==> config.mk <==
export PLATFORM = sky130hd
export DESIGN_NAME = id_scoreboard
export DESIGN_NICKNAME = d
export VERILOG_FILES = /design/src/rtl/id_scoreboard.sv
export SDC_FILE = /design/constraint.sdc
export NUM_CORES = 1
export LEC_CHECK = 0
export ABC_CLOCK_PERIOD_IN_PS = 4200
export CAP_MARGIN = 20
export CORE_MARGIN = 1
export CORE_UTILIZATION = 42
export DETAILED_ROUTE_END_ITERATION = 10
export PLACE_DENSITY = 0.69
export SLEW_MARGIN = 20
export SYNTH_ARGS = -nofsm -noshare
export SYNTH_HDL_FRONTEND = slang
export SYNTH_SLANG_ARGS = --single-unit
==> constraint.sdc <==
create_clock -name clk -period 4.2 [get_ports clk]
set_input_delay 1.05 -clock clk [delete_from_list [all_inputs] [get_ports clk]]
set_output_delay 1.05 -clock clk [all_outputs]
set_load 0.02 [all_outputs]
==> src/rtl/id_scoreboard.sv <==
// id_scoreboard: destination-register lock table for the in-order pipeline.
// Decode asks for an issue grant each cycle, writeback releases locks, and a
// flush drops every lock. The block also limits outstanding writes and keeps
// a saturating count of hazard stall cycles.
module id_scoreboard #(
    parameter int NUM_REGS    = 32,
    parameter int MAX_PENDING = 3,
    parameter int AW          = $clog2(NUM_REGS),
    parameter int PW          = $clog2(MAX_PENDING + 1)
) (
    input  logic                clk,
    input  logic                rstn_i,
    input  logic                issue_valid_i,
    input  logic [AW-1:0]       issue_rs1_i,
    input  logic [AW-1:0]       issue_rs2_i,
    input  logic                issue_use_rs1_i,
    input  logic                issue_use_rs2_i,
    input  logic [AW-1:0]       issue_rd_i,
    input  logic                issue_wr_i,
    output logic                issue_ready_o,
    input  logic                wb_valid_i,
    input  logic [AW-1:0]       wb_rd_i,
    input  logic                flush_i,
    output logic [NUM_REGS-1:0] locks_o,
    output logic [PW-1:0]       pending_o,
    output logic [15:0]         stall_cnt_o
);

    // x0 has no storage; it reads back as permanently unlocked.
    logic [NUM_REGS-1:1] lock_q, lock_n;
    logic [NUM_REGS-1:0] lock_all;
    logic [PW-1:0]       pending_q, pending_n;
    logic [15:0]         stall_q;

    logic raw1, raw2, waw, full;
    logic fire, do_set, do_clr, stall_inc;

    assign lock_all = {lock_q, 1'b0};

    // Hazards look only at registered locks; a writeback in this cycle does
    // not unblock a dependant until the next cycle.
    assign raw1 = issue_use_rs1_i && (issue_rs1_i != '0) && lock_all[issue_rs1_i];
    assign raw2 = issue_use_rs2_i && (issue_rs2_i != '0) && lock_all[issue_rs2_i];
    assign waw  = issue_wr_i && (issue_rd_i != '0) && lock_all[issue_rd_i];
    assign full = issue_wr_i && (issue_rd_i != '0) && (pending_q == PW'(MAX_PENDING));

    // Grant is forced low while reset is held.
    assign issue_ready_o = rstn_i && !(raw1 || raw2 || waw || full);

    assign fire      = issue_valid_i && issue_ready_o && !flush_i;
    assign do_set    = fire && issue_wr_i && (issue_rd_i != '0);
    assign do_clr    = wb_valid_i && (wb_rd_i != '0) && lock_all[wb_rd_i];
    assign stall_inc = issue_valid_i && !issue_ready_o && !flush_i;

    // Next lock vector and pending count: release, then issue set, flush wins.
    always_comb begin
        // NOTE: every variable gets a default first so no path leaves it
        // unassigned, which would otherwise infer a latch.
        lock_n    = lock_q;
        pending_n = pending_q;
        for (int i = 1; i < NUM_REGS; i++) begin
            if (do_clr && (wb_rd_i == AW'(i)))
                lock_n[i] = 1'b0;
            if (do_set && (issue_rd_i == AW'(i)))
                lock_n[i] = 1'b1;
        end
        if (do_set && !do_clr)
            pending_n = pending_q + PW'(1);
        else if (do_clr && !do_set)
            pending_n = pending_q - PW'(1);
        if (flush_i) begin
            lock_n    = '0;
            pending_n = '0;
        end
    end

    // State registers: locks, pending count and saturating stall counter.
    always_ff @(posedge clk or negedge rstn_i) begin
        if (!rstn_i) begin
            lock_q    <= '0;
            pending_q <= '0;
            stall_q   <= '0;
        end else begin
            // NOTE: sequential state uses non-blocking assignments so every
            // register samples the pre-edge values of the others.
            lock_q    <= lock_n;
            pending_q <= pending_n;
            if (stall_inc && (stall_q != 16'hFFFF))
                stall_q <= stall_q + 16'd1;
        end
    end

    assign locks_o     = lock_all;
    assign pending_o   = pending_q;
    assign stall_cnt_o = stall_q;

endmodule

Word level (Yosys, flattened, before mapping)
Index checks and enable logic that the tools add are counted.
{"block": "word_totals", "reg_bits": 49, "input_bits": 28, "output_inout_bits": 51, "elab_cells": 303}
{"block": "op_classes", "n_addsub": 3, "n_lt_le_gt_ge": 4, "eq_ne": 64, "muxes": 74, "reduce_logical": 125}
{"operator": "equality test 5 bit (second input constant)", "n": 32}
{"operator": "nonzero test 3 bit", "n": 32}
{"operator": "logical AND 1 bit", "n": 81}
{"operator": "equality test 5 x 4 -> 1 bit (second input constant)", "n": 16}
{"operator": "2-to-1 mux 1 bit", "n": 66}
{"operator": "equality test 5 x 3 -> 1 bit (second input constant)", "n": 8}
{"operator": "2-to-1 mux 31 bit", "n": 1}
{"operator": "< comparator 5 x 6 -> 1 bit (second input constant)", "n": 4}
{"operator": "binary-select mux 1 bit (select 5 bit)", "n": 4}
{"operator": "equality test 5 x 2 -> 1 bit (second input constant)", "n": 4}
{"operator": "nonzero test 5 bit", "n": 4}
{"operator": "adder 16 x 1 -> 16 bit (second input constant)", "n": 1}
{"operator": "!= test 16 bit (second input constant)", "n": 1}
{"operator": "equality test 5 x 1 -> 1 bit (second input constant)", "n": 2}
{"operator": "2-to-1 mux 2 bit", "n": 3}
{"operator": "logical NOT 1 bit", "n": 5}
{"operator": "logical OR 1 bit", "n": 3}
{"operator": "adder 2 x 1 -> 2 bit (second input constant)", "n": 1}
{"operator": "equality test 2 bit (second input constant)", "n": 1}
{"operator": "subtractor 2 x 1 -> 2 bit (second input constant)", "n": 1}

Depth between registers and ports, before layout
Gate-level depths: netlist of run 1.
{"block": "depth", "ltp_word": 17, "ltp_mapped": 11, "mapped_depth_nobuf": 8}

Worst setup path before layout of run 1
Ideal clock, no wire load.
{"block": "synth_timing", "path_type": "input to output", "from": "input port issue_rs2_i[1]", "to": "output port issue_ready_o", "arrival_time_ns": 2.744, "required_ns": 3.150, "slack_ns": 0.406, "stages": 6, "n_path_buf": 1, "path_cell_list": "buf_6 mux4_1 mux4_2 o2111a_1 nand2b_4 nor2_4"}
{"block": "synth_via", "elab_chain_len": 8, "word_cells_on_any_way": 10, "classes_between": "mux (2); reduce/logical (8)"}
{"item": "start: declaration", "line_no": "15", "rtl": "input logic [AW-1:0] issue_rs2_i,"}
{"item": "binary-select mux 1 bit (select 5 bit) / nonzero test 5 bit (equally long branches)", "line_no": "43", "rtl": "assign raw2 = issue_use_rs2_i && (issue_rs2_i != '0) && lock_all[issue_rs2_i];"}
{"item": "2-to-1 mux 1 bit (not written as such) / logical AND 1 bit (equally long branches)", "line_no": "43"}
{"item": "logical AND 1 bit *", "line_no": "43"}
{"item": "logical OR 1 bit * (3 in a row)", "line_no": "48", "rtl": "assign issue_ready_o = rstn_i && !(raw1 || raw2 || waw || full);"}
{"item": "logical NOT 1 bit *", "line_no": "48"}
{"item": "logical AND 1 bit *", "line_no": "48"}
{"item": "end: declaration", "line_no": "20", "rtl": "output logic issue_ready_o,"}
Mark *: on every way between the ends. The rest lies on a longest branch, timed or not. The select of a mux whose other input is x is not followed.

Final worst setup path of run 1
{"block": "layout_timing", "from": "input port issue_rs1_i[1]", "to": "output port issue_ready_o"}
{"block": "layout_via", "elab_chain_len": 8, "word_cells_on_any_way": 10, "classes_between": "mux (2); reduce/logical (8)"}
{"item": "start: declaration", "line_no": "14", "rtl": "input logic [AW-1:0] issue_rs1_i,"}
{"item": "binary-select mux 1 bit (select 5 bit) / nonzero test 5 bit (equally long branches)", "line_no": "42", "rtl": "assign raw1 = issue_use_rs1_i && (issue_rs1_i != '0) && lock_all[issue_rs1_i];"}
{"item": "2-to-1 mux 1 bit (not written as such) / logical AND 1 bit (equally long branches)", "line_no": "42"}
{"item": "logical AND 1 bit *", "line_no": "42"}
{"item": "logical OR 1 bit * (3 in a row)", "line_no": "48"}
{"item": "logical NOT 1 bit *", "line_no": "48"}
{"item": "logical AND 1 bit *", "line_no": "48"}
Marks and branches as above.

==> results of run 1 <==
## registers in the layout (all words and copies together), names as in the netlist
| register | cells |
|---|---|
| lock_q | 31 |
| stall_cnt_o | 16 |
| pending_o | 2 |
## worst max-delay path, stage by stage
cell and delay [ns]:
clkdlybuf4s50_1 0.50, buf_6 0.21, mux4_2 0.22, nor2b_1 0.04
or4_1 0.48, nand4_1 0.17, a32o_2 0.23, nor2_4 0.04
buf_6 0.12
## where the power goes
group / internal [W] / total (W) / switching [W]
Clock: 0.000182 / 0.000355 / 0.000173
Combinational: 0.000162 / 0.000350 / 0.000188
Sequential: 0.000502 / 0.000542 / 0.0000398
## kinds of logic (layout without fill, tap and decap cells)
logic type / Yosys count / after routing / share of synthesized area [%]
and+or+nand+nor: 112 / 112 / 16.1
AOI/OAI and AO/OA: 85 / 85 / 20.8
muxes: 49 / 49 / 20.9
DFF: 49 / 49 / 32.7
buffers and inverters: 39 / 145 / 5.10
xor gates and xnor gates: 17 / 17 / 3.97
adders and majority gates: 1 / 1 / 0.333
other: 1 / 1 / 0.0999
## cell usage in the layout, fill, tap and decap left out, types with 2 or more instances in the layout
| master | instances |
|---|---|
| buf_6 | 3 |
| nor2b_1 | 8 |
| o311ai_0 | 6 |
| o31ai_1 | 7 |
| mux2_2 | 8 |
| o211ai_1 | 22 |
| dlygate4sd2_1 | 2 |
| o31ai_2 | 10 |
| and3_1 | 3 |
| nor3_1 | 8 |
| a21oi_1 | 4 |
| nand3_1 | 20 |
| mux4_2 | 18 |
| or3_1 | 3 |
| a31oi_1 | 3 |
| nor4_1 | 2 |
| nor2_1 | 16 |
| nand2b_1 | 11 |
| mux4_1 | 3 |
| buf_4 | 49 |
| nand4_1 | 3 |
| clkdlybuf4s50_1 | 72 |
| a22oi_1 | 4 |
| o41ai_2 | 7 |
| o41ai_1 | 8 |
| dfrtp_1 | 49 |
| xnor2_1 | 5 |
| mux2i_1 | 20 |
| inv_1 | 9 |
| clkbuf_8 | 5 |
| xor2_1 | 12 |
| nand2_1 | 24 |
| or2_2 | 5 |
## layer usage
metal / wire length [microns] / part of all wire (%) / global-route usage, % / vias up
met5: 0 / 0 / 0 / -
met4: 456 / 3.8 / 13.6 / 0
met3: 1020 / 8.4 / 4.54 / 42
met2: 5680 / 47 / 41.7 / 197
met1: 4950 / 41 / 37.2 / 1776
li1: - / - / - / 1584
## stage by stage
step | std cells | power (W) | util [%] | worst slack (ns) | cell area (sq um)
floorplan | 353 | 0.000727 | - | 0.406 | 3750
global placement | 557 | 0.000891 | 56.1 | -0.627 | 4870
detailed placement | 557 | 0.000898 | 56.1 | -0.642 | 4870
CTS | 567 | 0.00126 | 57.5 | 0.00991 | 4990
global route | 567 | 0.00131 | 57.6 | 0.000282 | 5000
finish | 567 | 0.00125 | 57.6 | 0.0701 | 5000
## final timing paths
path                                                 start                         end  slack, ns  cells past startpoint
worst max-delay path                        issue_rs1_i[1]               issue_ready_o       0.07                      9
worst min-delay path            stall_cnt_o[8]$_DFFE_PN0P_  stall_cnt_o[8]$_DFFE_PN0P_       0.49                      1
worst max register to register      lock_q[14]$_DFFE_PN0P_      lock_q[27]$_DFFE_PN0P_       1.21                      9
worst min register to register  stall_cnt_o[8]$_DFFE_PN0P_  stall_cnt_o[8]$_DFFE_PN0P_       0.49                      1
max in group asynchronous                           rstn_i      lock_q[30]$_DFFE_PN0P_       2.83                      2
min in group asynchronous                           rstn_i      lock_q[16]$_DFFE_PN0P_       0.94                      2
## repair_timing
action | in CTS | in global routing
buffers inserted | 2 | 0
pin swaps | 2 | 1
setup endpoints to repair | 1 | 1
resized for setup | 13 | 3
## layout make-up
type	instances	area, sq um
fill	781	3680
multi-input combinational	265	2330
sequential	49	1230
timing repair buffer	128	1160
tap	108	135
clock buffer	5	68.8
clock inverter	3	48.8
inverter	9	33.8
==> metrics.txt, run 1 <==
outcome finished clean; htree depth 2; die width 96.6 microns; worst-path fanout max 14; routed vias/inst 6.35; MaxCap Viol Count 0; GRT Overall Usage 27.2%; largest net degree at the start of global routing 51; cts hold-fix bufs 0; Fin. Hold Viols 0; core area 0.00868 sq mm; max_slew headroom 41.3%; TritonRoute pass-1 iters 5; Setup Skew 0.00637 ns; Syn Inst Count 353; worst min-delay path class flip-flop to flip-flop; number of flops mapped to enable cells by yosys 0; Via Count 3,599; Synth warnings 0; Final Setup Violations 0; Worst EP arrival 3.08 ns; syn_area_per_cell about 11 sq um; top-level I/O count 79; initial core utilization between 40% and 50%; drt total wl around 12 mm; top cell type's share of synthesized area 32.7%; Antenna Nets Post-Route 0; Synth top cells by count dfrtp_1 (49), nand2_1 (24), o211ai_1 (22); Clock Latency Late Sink between 0.3 and 0.4 ns; number of global-route vias before repair 3,576; first-pass GRT wire length 18.9 mm; CTS tree built; startpoint types input pin; actual slew at the worst max-slew pin between 0.8 and 0.9 ns; Seq/Total Area, Yosys 32.7%; pwr dens 249 mW/mm^2; P&R area growth vs syn 33.1%; Post-Syn Area roughly 0.0038 sq mm; residual DRC count 0; hold_ws slightly below 0.5 ns; total CTS buffers 5; prevailing post-synth register cell dfrtp_1; RD Place Congestion between 0.9 and 1; CTS clk-pin slew, worst paths roughly 0.1 ns; syn_nets 382; register bit count reported by yosys around 50; Final Cycle Share 98.3%; CP endpoint kind output port; Async SR Flop Fraction 100%; critical path type input pin to output port; buffer type at the clock tree root clkbuf_8; nets@finish a little under 500; CP Data Required Time 3.15 ns; largest cells by area after synthesis dfrtp_1 (33%), mux4_2 (9.0%), mux2i_1 (5.3%), o211ai_1 (4.4%), mux4_1 (4.2%); Die Area between 0.009 and 0.01 sq mm; synth unique cells 57; diodes inserted 0; PortBufs 77; CTS Buffer Depth 2; setup_tns 0 ns; Overflow after GRT 0; drt first-iter violations 500; initial antenna violation count 0; Die Ht 96.6 microns; share of layout cells above drive strength 1 between 20% and 30%; Avg WL per Cell between 20 and 25 microns; most numerous cell in the Yosys netlist dfrtp_1; clk sinks 49; max-slew violation count 0; standard-cell rows 34; Pleak approximately 2.1 nW; RSZ-0062 raised after global routing false; cell taking the most area after synthesis dfrtp_1; Max VDD drop roughly 0.00016 V; Fmax 0.242 GHz; min Tclk post-route around 4.1 ns; post-DP HPWL ~9.0 mm
(Power assumes the default switching activity.)
==> run 2: changes to the inputs <==
--- a/config.mk
+++ b/config.mk
@@ -8,9 +8,9 @@
 export ABC_CLOCK_PERIOD_IN_PS = 4200
 export CAP_MARGIN = 20
 export CORE_MARGIN = 1
-export CORE_UTILIZATION = 42
+export CORE_UTILIZATION = 40
 export DETAILED_ROUTE_END_ITERATION = 10
-export PLACE_DENSITY = 0.69
+export PLACE_DENSITY = 0.66
 export SLEW_MARGIN = 20
 export SYNTH_ARGS = -nofsm -noshare
 export SYNTH_HDL_FRONTEND = slang
==> run 2 against run 1 <==
Effect of this change: register-to-register slack worse by 0.03 ns; final cell count down 0.71%; flip-flop and latch count unchanged; critical endpoint unchanged; largest power group unchanged; highest routed layer unchanged.
==> metrics.txt, run 2 (synthesis gave the netlist of run 1 again) <==
Multi-input gate area 0.00233 sq mm (+0.16%); FF/Latch Area 0.00123 sq mm (unchanged); initial antenna violation count 0 (unchanged); max reg flops 31 (unchanged); number of global-route vias before repair 3,639 (+1.8%); diodes inserted 0 (unchanged); worst-path fanout max 6 (-8); share of layout cells above drive strength 1 25.1% (-0.65 points); Crit Reg-Reg Startpoint lock_q[15]$_DFFE_PN0P_; largest net degree at the start of global routing 51 (unchanged); Fin. Hold Viols 0 (unchanged); Via Count 3,652 (+1.5%); CTS tree built; total power 0.00118 W (-5.5%); reg2reg end lock_q[4]$_DFFE_PN0P_; Clock Latency Late Sink 0.30 ns (about the same); die width 98.9 microns (+2.4%); max_slew headroom 40.0% (-1.3 points); drt total wl 12.5 mm (+3.3%); buffer type at the clock tree root clkbuf_8; htree depth 2 (unchanged); pwr dens 237 mW/mm^2 (-4.8%); worst reg2reg path depth 7 (-2); TritonRoute pass-1 iters 5 (unchanged); initial core utilization 42.2% (-1.0 points); standard-cell rows 34 (unchanged); outcome finished clean; min Tclk post-route 4.12 ns (-0.00778 ns); HP Start stall_cnt_o[8]$_DFFE_PN0P_; PortBufs 77 (unchanged); Fmax 0.243 GHz (+0.19%); first-pass GRT wire length 19.9 mm (+5.2%); CP endpoint kind output port; residual DRC count 0 (unchanged); Post-Place Worst Slack -0.710 ns (-0.0681 ns); CP Data Required Time 3.15 ns (about the same); cts hold-fix bufs 0 (unchanged); RSZ-0062 raised after global routing false; Avg WL per Cell 22.2 microns (+4.0%); startpoint types input pin; routed vias/inst 6.49 (+2.2%); Final Setup Violations 0 (unchanged); Final Cycle Share 98.1% (-0.19 points); critical path type input pin to output port; Pleak 2.07 nW (-1.0%); top-level I/O count 79 (unchanged); MaxCap Viol Count 0 (unchanged); largest register by flop count lock_q; Setup Skew 0.00470 ns (-0.00167 ns); Worst EP arrival 3.07 ns (about the same); GRT Overall Usage 26.3% (-0.93 points); Hold Path Depth 1 (unchanged); drt first-iter violations 559 (+12%); total CTS buffers 5 (unchanged); commonest non-fill, non-tap cell in the layout clkdlybuf4s50_1; P&R area growth vs syn 32.1%; Max VDD drop 0.000184 V (+12%); RD Place Congestion 1.01 (+6.3%); WHS Endpoint stall_cnt_o[8]$_DFFE_PN0P_; # fillers 798 (+2.2%); Die Ht 98.9 microns (+2.4%); actual slew at the worst max-slew pin 0.899 ns (+0.0195 ns); Antenna Nets Post-Route 0 (unchanged); nets@finish 483 (-0.82%); post-DP HPWL 9.25 mm (+3.4%); worst setup margin 0.0779 ns (+0.00778 ns); Overflow after GRT 0 (unchanged); clk sinks 49 (unchanged); CTS Buffer Depth 2 (unchanged); core area 0.00889 sq mm (+2.5%); CTS clk-pin slew, worst paths 0.09 ns (about the same); Die Area 0.00978 sq mm (+4.9%); max-slew violation count 0 (unchanged); R2R setup slack 1.18 ns (-0.03 ns); most frequent cells in the layout clkdlybuf4s50_1 (71), dfrtp_1 (49), buf_4 (44); worst min-delay path class flip-flop to flip-flop
run 2: changes by cell type in the layout (fill, tap and decap cells not counted), sizes merged:
cell           change
buf                -4
bufinv             -1
clkbuf             +1
clkdlybuf4s50      -1
clkinv             +1
clkinvlp           -1
dlygate4sd2        +1
run 2: stage by stage:
stage          hold WS, ns  instances  setup TNS (ns)  cell area, sq um  util [%]
6_report             0.489        563               0              4960      55.8
5_1_grt              0.521        563               0              4960      55.8
4_1_cts              0.493        562               0              4940      55.6
3_5_place_dp         0.476        554          -0.710              4870      54.8
3_3_place_gp         0.471        554          -0.681              4870      54.8
2_1_floorplan        0.589        353               0              3750         -
run 2: what timing repair did:
item,4_1_cts,5_1_grt
buffers inserted,0,1
endpoints found under the setup margin,1,1
pin swaps,2,1
resized for setup,13,3
run 2: worst max path at each step:
| stage | start | slack (ns) | end | depth (start not counted) |
|---|---|---|---|---|
| final | issue_rs2_i[1] | 0.08 | issue_ready_o | 8 |
| after global routing | issue_rs1_i[1] | 0.006 | issue_ready_o | 10 |
| after CTS | issue_rs2_i[1] | 0.04 | issue_ready_o | 8 |
| after detailed placement | issue_rs2_i[1] | -0.71 | issue_ready_o | 8 |
| after global placement | issue_rs2_i[1] | -0.68 | issue_ready_o | 8 |
| after floorplan | issue_rs2_i[1] | 0.41 | issue_ready_o | 6 |
run 2: area by class of cell:
class                      count  area share, %
tap                          108           2.72
clock buffer                   6           1.46
sequential                    49           24.7
timing repair buffer         124           23.1
clock inverter                 2          0.277
multi-input combinational    265           47.0
inverter                       9          0.681
run 2: critical path: stages:
cell and delay, ns:
dlygate4sd2_1 0.21, buf_6 0.14, mux4_2 0.50, mux4_2 0.49, o2111a_1 0.27, nand2b_4 0.16
nor2_4 0.13, buf_6 0.13
run 2: routing by layer:
metal / global-route usage (%) / share of wire (%)
met5: 0 / 0
met4: 8.73 / 3.0
met3: 4.40 / 8.2
met2: 42.2 / 48
met1: 36.1 / 41
run 2: report_power, final:
part / total, W / internal, W / switching, W
sequential: 0.000544 / 0.000502 / 0.0000418
clock: 0.000284 / 0.000119 / 0.000165
combinational: 0.000350 / 0.000161 / 0.000189
